<file path="src/rtl/control_unit_pkg.sv">
// Shared definitions for the accumulator-processor control unit.
//  - opcode values (top OP_W bits of the instruction word)
//  - UAL function select codes
//  - FSM state encoding
package control_unit_pkg;

  localparam int OP_NOR = 0;
  localparam int OP_ADD = 1;
  localparam int OP_STA = 2;
  localparam int OP_JCC = 3;  // jump if carry == 0
  localparam int OP_LDA = 4;
  localparam int OP_JMP = 5;
  localparam int OP_JZ  = 6;  // jump if zero == 1
  localparam int OP_HLT = 7;

  localparam int UAL_PASS = 0;
  localparam int UAL_NOR  = 1;
  localparam int UAL_ADD  = 2;

  typedef enum logic [2:0] {
    ST_IDLE   = 3'd0,
    ST_FETCH  = 3'd1,
    ST_DECODE = 3'd2,
    ST_EXEC   = 3'd3,
    ST_EXEC2  = 3'd4,
    ST_HALT   = 3'd5
  } state_t;

endpackage

</file>
<file path="src/rtl/prog_counter_gen.sv">
// Program counter with synchronous clear / load / increment.
// Priority: clear > load > increment; all updates gated by ce.
// Increment wraps modulo 2^ADR_W with no flag.
// Ports:
//  clk, rst (sync, active-high), ce
//  clear, load, inc   update requests
//  load_val           jump target
//  pc                 current program counter
module prog_counter_gen #(
  parameter int ADR_W = 6
) (
  input  logic             clk,
  input  logic             rst,
  input  logic             ce,
  input  logic             clear,
  input  logic             load,
  input  logic             inc,
  input  logic [ADR_W-1:0] load_val,
  output logic [ADR_W-1:0] pc
);

  logic [ADR_W-1:0] pc_reg;

  always_ff @(posedge clk) begin
    if (rst) begin
      pc_reg <= '0;
    end else if (ce) begin
      if (clear)
        pc_reg <= '0;
      else if (load)
        pc_reg <= load_val;
      else if (inc)
        pc_reg <= pc_reg + ADR_W'(1);
    end
  end

  assign pc = pc_reg;

endmodule

</file>
<file path="src/rtl/control_unit_gen.sv">
// Control unit for the accumulator processor: sequences
// fetch/decode/execute, owns PC and RI, drives the memory address mux
// and the datapath strobes. Memory accesses wait on mem_ready.
// Ports:
//  clk, rst (sync, active-high), ce (freezes state, forces strobes to 0)
//  boot        start request, sampled in IDLE
//  mem_ready   memory access completes this cycle
//  carry, zero datapath flags used by JCC / JZ
//  data_in     memory read data (instruction during fetch)
//  adr         PC in FETCH/other states, RI address field in EXEC
//  enable_mem, w_mem, load_R1, load_accu, load_carry, clear_carry  strobes
//  sel_UAL     UAL function (PASS except in EXEC2)
//  halted      high while in HALT
import control_unit_pkg::*;

module control_unit_gen #(
  parameter int ADR_W  = 6,
  parameter int DATA_W = 16,
  parameter int OP_W   = 3,
  parameter int UAL_W  = 3
) (
  input  logic              clk,
  input  logic              rst,
  input  logic              ce,
  input  logic              boot,
  input  logic              mem_ready,
  input  logic              carry,
  input  logic              zero,
  input  logic [DATA_W-1:0] data_in,
  output logic [ADR_W-1:0]  adr,
  output logic              enable_mem,
  output logic              w_mem,
  output logic              load_R1,
  output logic              load_accu,
  output logic              load_carry,
  output logic              clear_carry,
  output logic [UAL_W-1:0]  sel_UAL,
  output logic              halted
);

  state_t           state_reg;
  logic [OP_W-1:0]  op_reg;
  logic [ADR_W-1:0] ri_adr_reg;
  logic [ADR_W-1:0] pc_val;

  logic is_nor, is_add, is_sta, is_jcc, is_lda, is_jmp, is_jz, is_hlt;
  logic jump_taken;

  assign is_nor = (op_reg == OP_W'(OP_NOR));
  assign is_add = (op_reg == OP_W'(OP_ADD));
  assign is_sta = (op_reg == OP_W'(OP_STA));
  assign is_jcc = (op_reg == OP_W'(OP_JCC));
  assign is_lda = (op_reg == OP_W'(OP_LDA));
  assign is_jmp = (op_reg == OP_W'(OP_JMP));
  assign is_jz  = (op_reg == OP_W'(OP_JZ));
  assign is_hlt = (op_reg == OP_W'(OP_HLT));

  assign jump_taken = is_jmp | (is_jcc & ~carry) | (is_jz & zero);

  // Instruction bits between the opcode and the address field carry no meaning.
  generate
    if (DATA_W > OP_W + ADR_W) begin : g_pad
      logic unused_pad;
      assign unused_pad = ^data_in[DATA_W-OP_W-1:ADR_W];
    end
  endgenerate

  // Sequencer; RI is captured on the fetch completion edge.
  always_ff @(posedge clk) begin
    if (rst) begin
      state_reg  <= ST_IDLE;
      op_reg     <= '0;
      ri_adr_reg <= '0;
    end else if (ce) begin
      case (state_reg)
        ST_IDLE: begin
          if (boot)
            state_reg <= ST_FETCH;
        end
        ST_FETCH: begin
          if (mem_ready) begin
            op_reg     <= data_in[DATA_W-1 -: OP_W];
            ri_adr_reg <= data_in[ADR_W-1:0];
            state_reg  <= ST_DECODE;
          end
        end
        ST_DECODE: begin
          if (is_hlt)
            state_reg <= ST_HALT;
          else if (is_nor | is_add | is_lda | is_sta)
            state_reg <= ST_EXEC;
          else
            state_reg <= ST_FETCH;
        end
        ST_EXEC: begin
          if (mem_ready)
            state_reg <= (is_nor | is_add) ? ST_EXEC2 : ST_FETCH;
        end
        ST_EXEC2: state_reg <= ST_FETCH;
        ST_HALT:  state_reg <= ST_HALT;
        default:  state_reg <= ST_IDLE;
      endcase
    end
  end

  // PC control: the increment happens in FETCH, so a jump decoded next
  // cycle simply overwrites the (possibly wrapped) value.
  logic pc_clear, pc_load, pc_inc;
  assign pc_clear = (state_reg == ST_IDLE);
  assign pc_load  = (state_reg == ST_DECODE) & jump_taken;
  assign pc_inc   = (state_reg == ST_FETCH) & mem_ready;

  prog_counter_gen #(.ADR_W(ADR_W)) u_pc (
    .clk      (clk),
    .rst      (rst),
    .ce       (ce),
    .clear    (pc_clear),
    .load     (pc_load),
    .inc      (pc_inc),
    .load_val (ri_adr_reg),
    .pc       (pc_val)
  );

  // Raw strobe decode (Mealy on mem_ready / carry), gated by ce below.
  logic em_next, wm_next, r1_next, ac_next, lc_next, cc_next;

  always_comb begin
    em_next = 1'b0;
    wm_next = 1'b0;
    r1_next = 1'b0;
    ac_next = 1'b0;
    lc_next = 1'b0;
    cc_next = 1'b0;
    sel_UAL = UAL_W'(UAL_PASS);
    case (state_reg)
      ST_FETCH:  em_next = 1'b1;
      ST_DECODE: cc_next = is_jcc & carry;
      ST_EXEC: begin
        em_next = 1'b1;
        wm_next = is_sta;
        r1_next = mem_ready & (is_nor | is_add);
        ac_next = mem_ready & is_lda;
      end
      ST_EXEC2: begin
        ac_next = 1'b1;
        lc_next = is_add;
        sel_UAL = is_add ? UAL_W'(UAL_ADD) : UAL_W'(UAL_NOR);
      end
      default: ;
    endcase
  end

  assign enable_mem  = ce & em_next;
  assign w_mem       = ce & wm_next;
  assign load_R1     = ce & r1_next;
  assign load_accu   = ce & ac_next;
  assign load_carry  = ce & lc_next;
  assign clear_carry = ce & cc_next;

  assign adr    = (state_reg == ST_EXEC) ? ri_adr_reg : pc_val;
  assign halted = (state_reg == ST_HALT);

endmodule

</file>
<file path="config.mk">
export PLATFORM = sky130hd
export DESIGN_NAME = control_unit_gen
export DESIGN_NICKNAME = d
export VERILOG_FILES = /design/src/rtl/control_unit_pkg.sv /design/src/rtl/prog_counter_gen.sv /design/src/rtl/control_unit_gen.sv
export SDC_FILE = /design/constraint.sdc
export NUM_CORES = 1
export LEC_CHECK = 0
export CORE_MARGIN = 4
export CORE_UTILIZATION = 25
export CTS_BUF_LIST = sky130_fd_sc_hd__clkbuf_16
export DETAILED_ROUTE_END_ITERATION = 7
export HOLD_SLACK_MARGIN = 0.02
export PLACE_DENSITY = 0.55
export SLEW_MARGIN = 10
export SYNTH_ARGS = -nofsm -noshare
export SYNTH_HDL_FRONTEND = slang
export SYNTH_SLANG_ARGS = --single-unit
</file>
<file path="constraint.sdc">
create_clock -name clk -period 1.6 [get_ports clk]
set_clock_uncertainty 0.1 [all_clocks]
set_input_delay 0.16 -clock clk [delete_from_list [all_inputs] [get_ports clk]]
set_output_delay 0.16 -clock clk [all_outputs]
set_load 0.01 [all_outputs]
</file>
======== Word level (Yosys, flattened, before mapping) ========
Cells that the tools add are included.
word-level totals
  flip-flop bits (word level) ............. 18
  output and inout bits ................... 16
  word-level logic and storage cells ...... 65
  input port bits ......................... 23
operators by class
  $add $sub $neg .......................... 1
  mux-type cells .......................... 19
  equal/unequal tests ..................... 15
  reduce and logical (&&, ||, !) cells .... 7
  bitwise operators ....................... 19
operator list
  kind                                            number
  2-to-1 mux 6 bit                                4
  == test 3 bit (second input constant)           6
  one-hot mux 3 bit (6 select lines)              1
  2-to-1 mux 3 bit                                5
  bitwise AND 1 bit                               13
  == test 3 x 2 -> 1 bit (second input constant)  4
  adder 6 x 1 -> 6 bit (second input constant)    1
  == test 3 x 1 -> 1 bit (second input constant)  2
  zero test 3 bit                                 2
  2-to-1 mux 2 bit                                3
  != test 2 bit (second input constant)           3
  2-to-1 mux 1 bit                                5
  bitwise OR 1 bit                                5
  AND reduction 4 bit                             1
  AND reduction 3 bit                             1
  nonzero test 3 bit                              1
  one-hot mux 1 bit (2 select lines)              1
  AND reduction 2 bit                             1
  OR reduction 2 bit                              1
  inverter 1 bit                                  1

======== Logic depth before layout (Yosys ltp) ========
  depth after elaboration ................. 7
  depth in mapped cells ................... 5
  depth with buffers taken out ............ 5

======== By module ========
A second synthesis with hierarchy kept.
second synthesis, totals
  cells, all modules ...................... 155
  area, all modules ....................... 1262.5 µm²
modules (own cells, without submodules)
  module            cells each  area an instance (µm²)  times used
  control_unit_gen  109         839.6                   1
  prog_counter_gen  46          422.9                   1

======== Least setup slack after synthesis ========
No wires, ideal clock.
  path kind ............................... reg-to-reg
  start ................................... register op_reg[2]
  end ..................................... register u_pc.pc_reg[0], in the netlist u_pc.pc[0]
  clock period less this slack ............ 1.605 ns
  stages on the path, launching flop included .. 6
  arrival ................................. 1.388 ns
  required time ........................... 1.383 ns
  slack ................................... -0.005 ns
  path buffers ............................ 1
  cell sequence ........................... dfxtp_1 > buf_4 > nand4bb_4 > nand4_2 > or3b_1 > a32o_1
on the way
  cells in the longest elaborated chain, start to end .. 7
RTL lines
  element                                                                          line                     text
  start: declaration                                                               control_unit_gen.sv:42   logic [OP_W-1:0] op_reg;
  start signal: assignment                                                         control_unit_gen.sv:82   op_reg <= data_in[DATA_W-1 -: OP_W];
  == test 3 x 2 -> 1 bit                                                           control_unit_gen.sv:52   assign is_jcc = (op_reg == OP_W'(OP_JCC));
  bitwise AND 1 bit                                                                control_unit_gen.sv:58   assign jump_taken = is_jmp | (is_jcc & ~carry) | (is_jz & zero);
  bitwise OR 1 bit                                                                 control_unit_gen.sv:58
  bitwise OR 1 bit *                                                               control_unit_gen.sv:58
  bitwise AND 1 bit *                                                              control_unit_gen.sv:110  assign pc_load = (state_reg == ST_DECODE) & jump_taken;
  nonzero test 3 bit (no source line) / 2-to-1 mux 6 bit (equally long branches)   -
  AND reduction 2 bit (no source line) / 2-to-1 mux 6 bit (equally long branches)  -
  end signal: assignment                                                           prog_counter_gen.sv:31   pc_reg <= load_val;
  end signal: assignment                                                           prog_counter_gen.sv:33   pc_reg <= pc_reg + ADR_W'(1);
  end: declaration                                                                 prog_counter_gen.sv:22   logic [ADR_W-1:0] pc_reg;
Every way passes the cells marked *; elsewhere a longest branch is shown, timed or not.
A chain may end at the register's enable or synchronous reset.

======== Worst setup path after layout ========
  start ................................... register state_reg[2]
  end ..................................... output adr[2]
on the way
  cells in the longest elaborated chain, start to end .. 2
RTL lines
  element                   line                     text
  start: declaration        control_unit_gen.sv:41   state_t state_reg;
  start signal: assignment  control_unit_gen.sv:97   state_reg <= (is_nor | is_add) ? ST_EXEC2 : ST_FETCH;
  == test 3 x 2 -> 1 bit    control_unit_gen.sv:160  assign adr = (state_reg == ST_EXEC) ? ri_adr_reg : pc_val;
  2-to-1 mux 6 bit          control_unit_gen.sv:160
  end: declaration          control_unit_gen.sv:30   output logic [ADR_W-1:0] adr,
Every way passes these cells.

==> results.yml <==
power_and_ir_drop:
  p_switching_uw: 314
  netSwitchingFraction_pct: 25.4
  irDropWorstVdd_mv: 0.350
  clkPwrFrac_pct: 42.1
  p_seq_share_pct: 38.1
  pwr_density_cell_nw_per_um2: 552
  combinationalPowerShare_pct: 19.8
  p_int_uw: 923
  p_leak_nw: 0.917
synth:
  mappedNetlistArea_um2: 1290
  synth_top_area_share_pct: 27.9
  syn-mean-instance-area_um2: 7.96
  async_flop_share_pct: 0
  synth_ff_type: "dfxtp_1"
  seq_area_frac_synth_pct: 27.9
  syn-instance-count: 162
  yosysMostFrequentCell: "nand2_1"
  synth-edff-count: 0
  yosys_warnings: 0
  yosys.area.top_type: "dfxtp_1"
  ys_ff_latch: 18
  synth_common_cells: "nand2_1, dfxtp_1, a21oi_1, nor2_1, inv_1"
  synthTopCellsByArea: "dfxtp_1, nand2_1, a21oi_1, mux2_1, mux2i_1"
  synthesis.nets: 186
  yosysUniqueCellTypes: 47
floorplan:
  core_area_um2: 4850
  die_h_um: 79.8
  rows: 25
  start_util_pct: 26.6
  io_pins: 39
  dieArea_um2: 6370
  die_x_um: 79.8
worst_setup_path:
  required_ns: 1.34
  r2r_slack_ns: -0.16
  crit_path_end_kind: "primary output"
  crit_type: "flop to primary output"
  worstPathArrival_ns: 1.55
  rr_startpoint: "state_reg[2]"
  setup.worst_path.start: "state_reg[2]"
  cp-start-kind: "flop"
  r2r-end: "u_pc.pc[3]"
  crit_path_end: "adr[2]"
  cp_max_fo: 6
  worstRegToRegCells: 7
grt:
  gr-usage-met1_pct: 17.8
  antenna_found_initial: 0
  grt_util_met2_pct: 20.4
  grt_overflow: 0
  globalRouteMet3Util_pct: 2.48
  grt_pass1_wl_mm: 6.53
  gr-usage-all-layers_pct: 12.8
  grt_pass1_vias: 1379
  grt.busiest_layer: "met2"
  grt_max_degree: 12
drt:
  drt-total-wl_mm: 4.08
  avgViaCountPerCell: 4.74
  ant_nets: 0
  vias: 1416
  wl_per_cell_um: 13.6
  dr.pass1.iters: 4
  drt_iter0_markers: 54
  drc: 0
finish:
  diodes: 0
  drive_gt1_share_pct: 44.0
  fin_nets: 257
  fin_util_pct: 46.3
  area_growth_pct: 73.9
sta:
  min_period_ns: 1.81
  hold_slack_ns: 0.348
  drv_slew: 0
  finalHoldViolations: 0
  period_share_pct: 113
  rsz0062_at_grt: "true"
  setup_ws_ns: -0.214
  setup_viol: 19
  fmax_ghz: 0.551
min_path:
  hold_path_depth: 3
  min_path_type: "input port to flop"
clocking:
  htree_levels: 1
  cts_tree: "done"
  ctsHoldBuffers: 0
  cts_buffers: 3
  clk_path_buf_depth: 2
  insertion_delay_ns: 0.25
  clock-sinks: 18
  clk_pin_slew_ns: 0.05
  clock-root-buffer: "clkbuf_16"
place:
  gp_congestion: 0.878
  dpl.hpwl_mm: 2.77
  port_buffers: 30
status:
  violations: "setup timing"
  status: "finished with violations"
flow_run:
  maxCapViolCount: 0
==> power by group through the flow <==
stage | clock (mW) | combinational, mW | sequential, mW
2_1_floorplan | 0 | 0.104 | 0.474
3_3_place_gp | 0 | 0.217 | 0.479
3_5_place_dp | 0 | 0.215 | 0.480
4_1_cts | 0.529 | 0.224 | 0.473
5_1_grt | 0.540 | 0.268 | 0.473
6_report | 0.521 | 0.245 | 0.471
==> final cells by class <==
cell class / instances / area (um^2)
flip-flops and latches: 18 / 373
fillers: 456 / 2610
multi-input cells: 124 / 988
inverters: 9 / 33.8
repair buffers: 77 / 686
clock buffers: 3 / 75.1
clock inverters: 1 / 3.75
well taps: 67 / 83.8
==> routing by layer <==
metal  share of wire [%]  vias to the layer above
li1                    -                      721
met1                  47                      653
met2                  46                       34
met3                 5.1                        8
met4                 1.7                        0
met5                   0                        -
==> metrics by stage <==
stage / instance area (um^2) / setup WS [ns] / total power [mW] / instances / TNS (ns)
after floorplan: 1300 / 0.00609 / 0.577 / 162 / 0
after detailed placement: 1920 / -0.407 / 0.695 / 285 / -8.24
after CTS: 2070 / -0.208 / 1.23 / 294 / -2.39
after global placement: 1920 / -0.413 / 0.696 / 285 / -8.23
final: 2240 / -0.214 / 1.24 / 299 / -2.68
after global routing: 2240 / -0.237 / 1.28 / 299 / -3.64
==> what timing repair did <==
action,CTS,global route
setup endpoints to repair,22,31
cloned,0,1
resized for setup,87,32
pin swaps,7,5
buffers inserted,5,4
==> cell usage in the layout, fill, tap and decap left out, types with 2 or more instances in the layout <==
cell type	count
a21o_1	2
a21oi_1	12
and3_1	3
buf_12	2
buf_2	8
buf_4	34
buf_6	17
clkbuf_16	3
clkdlybuf4s50_1	14
dfxtp_1	12
dfxtp_2	4
dfxtp_4	2
inv_1	9
mux2_4	5
mux2i_1	5
nand2_1	25
nand2_2	2
nand2b_4	3
nand3_1	5
nor2_1	8
nor2_4	2
nor2b_1	3
nor3_1	3
nor4_4	2
o21a_1	2
o21ai_0	2
o32ai_1	4
==> worst max-delay path, stage by stage, from the launching register on <==
cell and delay [ns]:
dfxtp_2 0.32, nand2b_4 0.14, or2_4 0.27, buf_12 0.15
mux2_4 0.30, buf_6 0.12
==> cell families (layout without fill, tap and decap cells) <==
family,count (synthesis),count (layout),share of synthesized area (%)
simple gates,75,75,33.9
compound gates,37,37,21.1
buf+inv,20,90,7.56
flops,18,18,27.9
mux,10,10,8.24
fa+ha+maj,1,1,0.970
other cells,1,1,0.291
==> how the worst min path moves through the flow <==
stage | startpoint | endpoint | slack (ns)
3_5_place_dp | ri_adr_reg[0] | ri_adr_reg[0] | 0.35
2_1_floorplan | data_in[13] | op_reg[0] | 0.19
4_1_cts | data_in[15] | op_reg[2] | 0.34
3_3_place_gp | ri_adr_reg[0] | ri_adr_reg[0] | 0.34
5_1_grt | data_in[14] | op_reg[1] | 0.36
6_report | data_in[15] | op_reg[2] | 0.35
(Power assumes the default switching activity.)
